**src/rtl/voltage_pkg.sv**
```systemverilog
// Shared constants and state encoding for the ADC moving-average / peak-hold stage.
package voltage_pkg;

    localparam int ADC_WIDTH          = 10;
    localparam int LOG2_DEPTH_DEFAULT = 3;

    typedef enum logic [1:0] {
        EMPTY   = 2'd0,
        FILLING = 2'd1,
        PRIMED  = 2'd2
    } avg_state_t;

endpackage : voltage_pkg

```
**src/rtl/voltage_averager_if.sv**
```systemverilog
// Sample-in / result-out bundle between the SPI front end, the averager and the display logic.
interface voltage_averager_if
    import voltage_pkg::*;
#(
    parameter int WIDTH = ADC_WIDTH
) ();

    logic             sample_valid;
    logic [WIDTH-1:0] sample;
    logic             peak_clear;
    logic             avg_valid;
    logic [WIDTH-1:0] avg;
    logic             primed;
    logic [WIDTH-1:0] peak;

    modport master (
        output sample_valid,
        output sample,
        output peak_clear,
        input  avg_valid,
        input  avg,
        input  primed,
        input  peak
    );

    modport slave (
        input  sample_valid,
        input  sample,
        input  peak_clear,
        output avg_valid,
        output avg,
        output primed,
        output peak
    );

endinterface : voltage_averager_if

```
**src/rtl/voltage_averager_sample_ring.sv**
```systemverilog
// Circular sample history; oldest_o is the entry about to be overwritten by the next write.
module sample_ring
    import voltage_pkg::*;
#(
    parameter int WIDTH      = ADC_WIDTH,
    parameter int LOG2_DEPTH = LOG2_DEPTH_DEFAULT
) (
    input  logic             clk,
    input  logic             reset,
    input  logic             wr_en_i,
    input  logic [WIDTH-1:0] wr_data_i,
    output logic [WIDTH-1:0] oldest_o
);

    localparam int DEPTH = 1 << LOG2_DEPTH;
    localparam int PTR_W = (LOG2_DEPTH > 0) ? LOG2_DEPTH : 1;

    logic [PTR_W-1:0] wr_ptr_q;
    logic [PTR_W-1:0] wr_ptr_d;
    logic [WIDTH-1:0] mem_q [DEPTH];

    // Explicit wrap keeps the single-entry configuration pinned at index 0.
    always_comb begin
        wr_ptr_d = wr_ptr_q;
        if (wr_en_i) begin
            if (wr_ptr_q == PTR_W'(DEPTH - 1)) begin
                wr_ptr_d = '0;
            end else begin
                wr_ptr_d = wr_ptr_q + PTR_W'(1);
            end
        end else begin
            wr_ptr_d = wr_ptr_q;
        end
    end

    always_ff @(posedge clk or posedge reset) begin
        if (reset) begin
            wr_ptr_q <= '0;
        end else begin
            wr_ptr_q <= wr_ptr_d;
        end
    end

    always_ff @(posedge clk or posedge reset) begin
        if (reset) begin
            for (int i = 0; i < DEPTH; i++) begin
                mem_q[i] <= '0;
            end
        end else if (wr_en_i) begin
            mem_q[wr_ptr_q] <= wr_data_i;
        end
    end

    assign oldest_o = mem_q[wr_ptr_q];

endmodule : sample_ring

```
**src/rtl/voltage_averager.sv**
```systemverilog
// Boxcar moving average over the last 2^LOG2_DEPTH ADC samples plus a clearable peak hold.
module voltage_averager
    import voltage_pkg::*;
#(
    parameter int WIDTH      = ADC_WIDTH,
    parameter int LOG2_DEPTH = LOG2_DEPTH_DEFAULT
) (
    input  logic                clk,
    input  logic                reset,
    voltage_averager_if.slave   bus
);

    localparam int DEPTH  = 1 << LOG2_DEPTH;
    localparam int SUM_W  = WIDTH + LOG2_DEPTH;
    localparam int FILL_W = LOG2_DEPTH + 1;

    function automatic logic [WIDTH-1:0] max_code(input logic [WIDTH-1:0] a,
                                                  input logic [WIDTH-1:0] b);
        return (a > b) ? a : b;
    endfunction

    logic             accept;
    logic [WIDTH-1:0] oldest;
    logic [SUM_W-1:0] sum_upd;

    logic [SUM_W-1:0]  sum_q,       sum_d;
    logic [WIDTH-1:0]  avg_q,       avg_d;
    logic              avg_valid_q, avg_valid_d;
    logic [WIDTH-1:0]  peak_q,      peak_d;
    logic [FILL_W-1:0] fill_q,      fill_d;
    avg_state_t        state_q,     state_d;

    assign accept = bus.sample_valid;

    sample_ring #(
        .WIDTH      (WIDTH),
        .LOG2_DEPTH (LOG2_DEPTH)
    ) u_ring (
        .clk       (clk),
        .reset     (reset),
        .wr_en_i   (accept),
        .wr_data_i (bus.sample),
        .oldest_o  (oldest)
    );

    // History starts at zero, so the running sum never leaves [0, DEPTH*(2^WIDTH-1)].
    assign sum_upd = sum_q + SUM_W'(bus.sample) - SUM_W'(oldest);

    always_comb begin
        sum_d       = sum_q;
        avg_d       = avg_q;
        avg_valid_d = 1'b0;
        fill_d      = fill_q;
        if (accept) begin
            sum_d       = sum_upd;
            avg_d       = WIDTH'(sum_upd >> LOG2_DEPTH);
            avg_valid_d = 1'b1;
            if (fill_q != FILL_W'(DEPTH)) begin
                fill_d = fill_q + FILL_W'(1);
            end else begin
                fill_d = fill_q;
            end
        end else begin
            sum_d       = sum_q;
            avg_d       = avg_q;
            avg_valid_d = 1'b0;
            fill_d      = fill_q;
        end
    end

    always_comb begin
        state_d = state_q;
        case (state_q)
            EMPTY: begin
                if (accept) begin
                    state_d = (DEPTH == 1) ? PRIMED : FILLING;
                end else begin
                    state_d = EMPTY;
                end
            end
            FILLING: begin
                if (accept && (fill_q == FILL_W'(DEPTH - 1))) begin
                    state_d = PRIMED;
                end else begin
                    state_d = FILLING;
                end
            end
            PRIMED: begin
                state_d = PRIMED;
            end
            default: begin
                state_d = EMPTY;
            end
        endcase
    end

    // A sample arriving with a clear restarts the hold from that sample.
    always_comb begin
        peak_d = peak_q;
        if (accept && bus.peak_clear) begin
            peak_d = bus.sample;
        end else if (accept) begin
            peak_d = max_code(peak_q, bus.sample);
        end else if (bus.peak_clear) begin
            peak_d = '0;
        end else begin
            peak_d = peak_q;
        end
    end

    always_ff @(posedge clk or posedge reset) begin
        if (reset) begin
            sum_q       <= '0;
            avg_q       <= '0;
            avg_valid_q <= 1'b0;
            peak_q      <= '0;
            fill_q      <= '0;
            state_q     <= EMPTY;
        end else begin
            sum_q       <= sum_d;
            avg_q       <= avg_d;
            avg_valid_q <= avg_valid_d;
            peak_q      <= peak_d;
            fill_q      <= fill_d;
            state_q     <= state_d;
        end
    end

    assign bus.avg       = avg_q;
    assign bus.avg_valid = avg_valid_q;
    assign bus.peak      = peak_q;
    assign bus.primed    = (state_q == PRIMED);

endmodule : voltage_averager
```
**src/flat_wrapper.sv**
```systemverilog
// flat-port wrapper written by rule: the top's interface ports become plain ports
module voltage_averager_flat import voltage_pkg::*;
#(
    parameter int WIDTH      = ADC_WIDTH,
    parameter int LOG2_DEPTH = LOG2_DEPTH_DEFAULT
)
  (clk, reset, bus_sample_valid, bus_sample, bus_peak_clear, bus_avg_valid, bus_avg, bus_primed, bus_peak);
  voltage_averager_if #(.WIDTH(WIDTH)) bus_i ();
  input  logic clk;
  input  logic reset;
  input wire logic [$bits(bus_i.sample_valid)-1:0] bus_sample_valid;
  input wire logic [$bits(bus_i.sample)-1:0] bus_sample;
  input wire logic [$bits(bus_i.peak_clear)-1:0] bus_peak_clear;
  output wire logic [$bits(bus_i.avg_valid)-1:0] bus_avg_valid;
  output wire logic [$bits(bus_i.avg)-1:0] bus_avg;
  output wire logic [$bits(bus_i.primed)-1:0] bus_primed;
  output wire logic [$bits(bus_i.peak)-1:0] bus_peak;
  assign bus_i.sample_valid = bus_sample_valid;
  assign bus_i.sample = bus_sample;
  assign bus_i.peak_clear = bus_peak_clear;
  assign bus_avg_valid = bus_i.avg_valid;
  assign bus_avg = bus_i.avg;
  assign bus_primed = bus_i.primed;
  assign bus_peak = bus_i.peak;
  voltage_averager #(.WIDTH(WIDTH), .LOG2_DEPTH(LOG2_DEPTH)) u_core (.clk(clk), .reset(reset), .bus(bus_i));
endmodule
```
**config.mk**
```make
export PLATFORM = sky130hd
export DESIGN_NAME = voltage_averager_flat
export DESIGN_NICKNAME = d
export VERILOG_FILES = /design/src/rtl/voltage_pkg.sv /design/src/rtl/voltage_averager_if.sv /design/src/rtl/voltage_averager_sample_ring.sv /design/src/rtl/voltage_averager.sv /design/src/flat_wrapper.sv
export SDC_FILE = /design/constraint.sdc
export NUM_CORES = 1
export LEC_CHECK = 0
export CAP_MARGIN = 0
export CORE_MARGIN = 5
export CORE_UTILIZATION = 45
export DETAILED_ROUTE_END_ITERATION = 16
export MAX_ROUTING_LAYER = met4
export SYNTH_ARGS = -nofsm -noshare
export SYNTH_HDL_FRONTEND = slang
export SYNTH_HIERARCHICAL = 1
export SYNTH_SLANG_ARGS = --single-unit
```
**constraint.sdc**
```tcl
create_clock -name clk -period 6.9 [get_ports clk]
set_clock_uncertainty 0.15 [all_clocks]
set_input_delay 1.725 -clock clk [delete_from_list [all_inputs] [get_ports clk]]
set_output_delay 1.725 -clock clk [all_outputs]
set_load 0.02 [all_outputs]
```
==> results.md <==
- Cells with a size suffix above 1 make up between 30% and 40% of the layout.
- The detailed-route vias per instance is roughly 5.4.
- In this run the most critical hold path is launched from u_core/state_q[1].
- The count of inserted antenna diode cells is 0.
- For the worst setup path, the data required time is 7.04 ns.
- The run finished with clean final reports.
- The critical path goes through clkdlybuf4s50_1, inv_1, fa_1, inv_1, fa_1, a211oi_1, o211ai_1, a41oi_1, xnor2_1, mux2_2.
- In the layout the commonest cells are 113 x sky130_fd_sc_hd__dfrtp_1, 95 x sky130_fd_sc_hd__mux2_2, 47 x sky130_fd_sc_hd__inv_1, 35 x sky130_fd_sc_hd__clkdlybuf4s50_1, 27 x sky130_fd_sc_hd__ha_1.
- The first detailed-routing pass ran for 4 iterations.
- The height of the die is 127 um.
- The die covers 16100 um2.
- The most common library cell in the layout ignoring fill and taps is sky130_fd_sc_hd__dfrtp_1.
- The share of the cycle needed by the critical path after routing is 68.7%.
- The count of standard-cell rows is 42.
- The floorplan step set the die width to 127 um.
- Data arrives at the worst endpoint at 4.88 ns.
- Synthesis handed over a netlist of between 400 and 500 instances.
- Routability-driven placement finished with a final weighted congestion of 0.841.
- Excluding fillers, the count of instances in the completed layout stands at around 700.
- The mapped netlist covers 6160 um2.
- The routed length per placed instance is 18.9 um.
- In this run the count of I/O pins placed on the die edge is 36.
- The slowest stage of the critical path is the sky130_fd_sc_hd__clkdlybuf4s50_1 cell.
- The number of maximum-capacitance constraint violations is 0.
- Compared with the post-synthesis result, the final layout area differs by 16.5%.
- Once detail routing completed, the nets flagged for antenna violations numbered 0.
- The global-route wire length before repair is about 21 mm.
- The endpoint type of the worst setup path is a register.
- Across all register-to-register paths, the minimum setup slack is 2.34 ns.
- The number of nets in the synthesized netlist is 518.
- The per-instance average area after synthesis is 13.2 um2.
- The worst reg2reg path depth is 11.
- In the routed design, unresolved DRC markers number 0.
- The buffers inserted during post-CTS setup optimization is 0.
- The longest individual stage delay on the worst path is 0.65 ns.
- The path class of the tightest hold or removal check is register to register.
- The maximum buffer depth of the clock tree is 2.
- The number of failing hold endpoints at the final stage is 0.
- The total overflow left after global routing is 0.
- The maximum fanout along the worst path is 10.
- The total clock buffers created by CTS is 17.
- Setup repair after global routing left no endpoint under its margin.
- The number of gates resized after cts is 0.
- The number of DRC markers after the initial detailed-route iteration is roughly 290.
- The library cell used as clock root buffer is sky130_fd_sc_hd__clkbuf_16.
- The clock reaches the later pin of the worst-skew pair after 0.41 ns.
- The floorplan step defined a core boundary enclosing 13300 um2.
- The post-layout net count is around 550.
- Entering global routing, the biggest net connects 84 pins.
- The sequential-to-total area share from yosys stat is 45.9%.
- In this run the number of H-tree levels came out at 4.
- The total negative slack for setup checks is 0 ns.
- The clock tree from TritonCTS is yes.
- The worst-margin pin slew is 1.06 ns.
- The via count of the first global-routing pass is between 3000 and 4000.
- Detailed routing inserted a total of 3732 vias.
- The final layout contains routed wiring with a total length of between 10 and 15 mm.
- Setup violations remaining at the end of the flow were counted as 0.
- The normalized max-slew margin is 29.3%.
- STA classifies the critical path startpoint as an input pin.
- Yosys printed 6 warnings.
- The initial antenna violation count is 0.
- The hold path endpoint is u_core/state_q[0].
- In the global route stage, overall resource usage came out at between 10% and 20%.
- The clock drives 113 sinks.
- The worst path needs between 4 and 5 ns of the cycle, external delays included.
- Synthesis instantiated 49 different standard cells from the library.
- The post-synthesis register bit count is 113.
- In this run, placement finished with an instance count of approximately 650.
- The destination of the worst register-to-register timing path is u_core/sum_q[10].
- The critical register-to-register path startpoint is u_core/u_ring/wr_ptr_q[0].
- After clock tree synthesis, the clock-pin slew on the worst setup and hold paths is around 0.05 ns.
- Once detailed placement completed, the half-perimeter wirelength came to 8.53 mm.
- The number of max-slew violations in the final report is 0.
- The start-to-end type of the worst setup path is input pin to register.
- The cts-stage hold buffer count is 0.
- The number of port buffers is 35.
- The initial cell density of the core is 46.2%.
- The instance count along the most critical hold path is 1.
- The achievable clock frequency is ~0.21 GHz.
==> worst max-delay path by stage <==
stage,startpoint,cells after the start,slack (ns),to
final,bus_sample[1],10,2.16,u_core/sum_q[10]
after CTS,bus_sample[1],10,2.16,u_core/sum_q[10]
after global routing,bus_sample[1],10,1.99,u_core/sum_q[10]
after global placement,bus_sample[1],10,1.78,u_core/sum_q[10]
after detailed placement,bus_sample[1],10,1.71,u_core/sum_q[10]
after floorplan,bus_sample[1],9,2.74,u_core/sum_q[10]
==> critical path: cells and delay by family <==
kind	cells	cell delay (ns)
AO/OA/AOI/OAI	3	0.93
XOR/XNOR	1	0.09
buffers and inverters	3	0.85
adder cells (fa/ha/maj)	2	1.03
multiplexers	1	0.26
==> routing by layer <==
metal	up-vias	global-route usage, %	wire length, um
met5	-	-	0
met1	1902	23.6	6090
met3	20	4.67	491
li1	1741	-	-
met4	0	6.62	225
met2	69	26.3	6130
==> final cells by class <==
cell class              count  area, um2
clock buffers              21        450
clock inverters            10        136
fillers                  1144       6170
inverters                  48        181
multi-input cells         275       2960
flip-flops and latches    113       2830
well taps                 176        220
repair buffers             42        403
==> synth_stat cells (all sizes together) <==
cell,count,area share (%)
a211o,1,0.14
a211oi,3,0.37
a21o,6,0.73
a21oi,10,0.81
a221oi,1,0.24
a22o,10,1.6
a311oi,1,0.14
a31oi,1,0.10
a41oi,3,0.43
and2,2,0.20
and3,2,0.30
and4,1,0.14
and4bb,3,0.61
buf,28,3.2
clkbuf,3,0.18
dfrtp,113,46
fa,10,3.2
ha,27,5.5
inv,48,2.9
mux2,95,17
mux2i,1,0.16
mux4,20,7.9
nand2,15,0.91
nand2b,2,0.20
nand3,3,0.24
nand4,2,0.30
nand4b,3,0.43
nor2,8,0.49
nor2b,3,0.30
nor3,2,0.16
nor4b,2,0.28
nor4bb,1,0.16
o211ai,2,0.24
o21a,1,0.12
o21ai,17,1.4
o21bai,2,0.24
o221a,1,0.18
o22ai,2,0.20
o311a,1,0.16
o41ai,1,0.26
xnor2,8,1.1
xor2,2,0.28
==> logic make-up after synthesis <==
group / count (synthesis) / share of synthesized area (%)
multiplexers: 116 / 25.4
flip-flops: 113 / 45.9
buffers and inverters: 79 / 6.31
AO/OA/AOI/OAI: 63 / 7.45
AND/OR/NAND/NOR: 49 / 4.75
adder cells (fa/ha/maj): 37 / 8.73
XOR/XNOR: 10 / 1.42
==> stage by stage <==
| stage | util, % | setup slack, ns | instance area [um2] | hold slack [ns] |
|---|---|---|---|---|
| after global routing | 53.8 | 1.99 | 7180 | 0.314 |
| after CTS | 53.8 | 2.16 | 7180 | 0.286 |
| final | 53.8 | 2.16 | 7180 | 0.281 |
| after global placement | 49.4 | 1.78 | 6590 | 0.268 |
| after floorplan | - | 2.74 | 6160 | 0.261 |
| after detailed placement | 49.4 | 1.71 | 6590 | 0.275 |
==> sequential cells by signal, summed over array words and instances, names as in the netlist <==
name / count
u_core/sum_q: 13
u_core/u_ring/wr_ptr_q: 3
u_core/state_q: 2
u_core/bus.peak: 10
u_core/fill_q: 4
u_core/bus.avg_valid: 1
u_core/u_ring/mem_q: 80
Power is not shown: default switching activity piles up to over one toggle a cycle in this logic, so the estimate is an artifact.
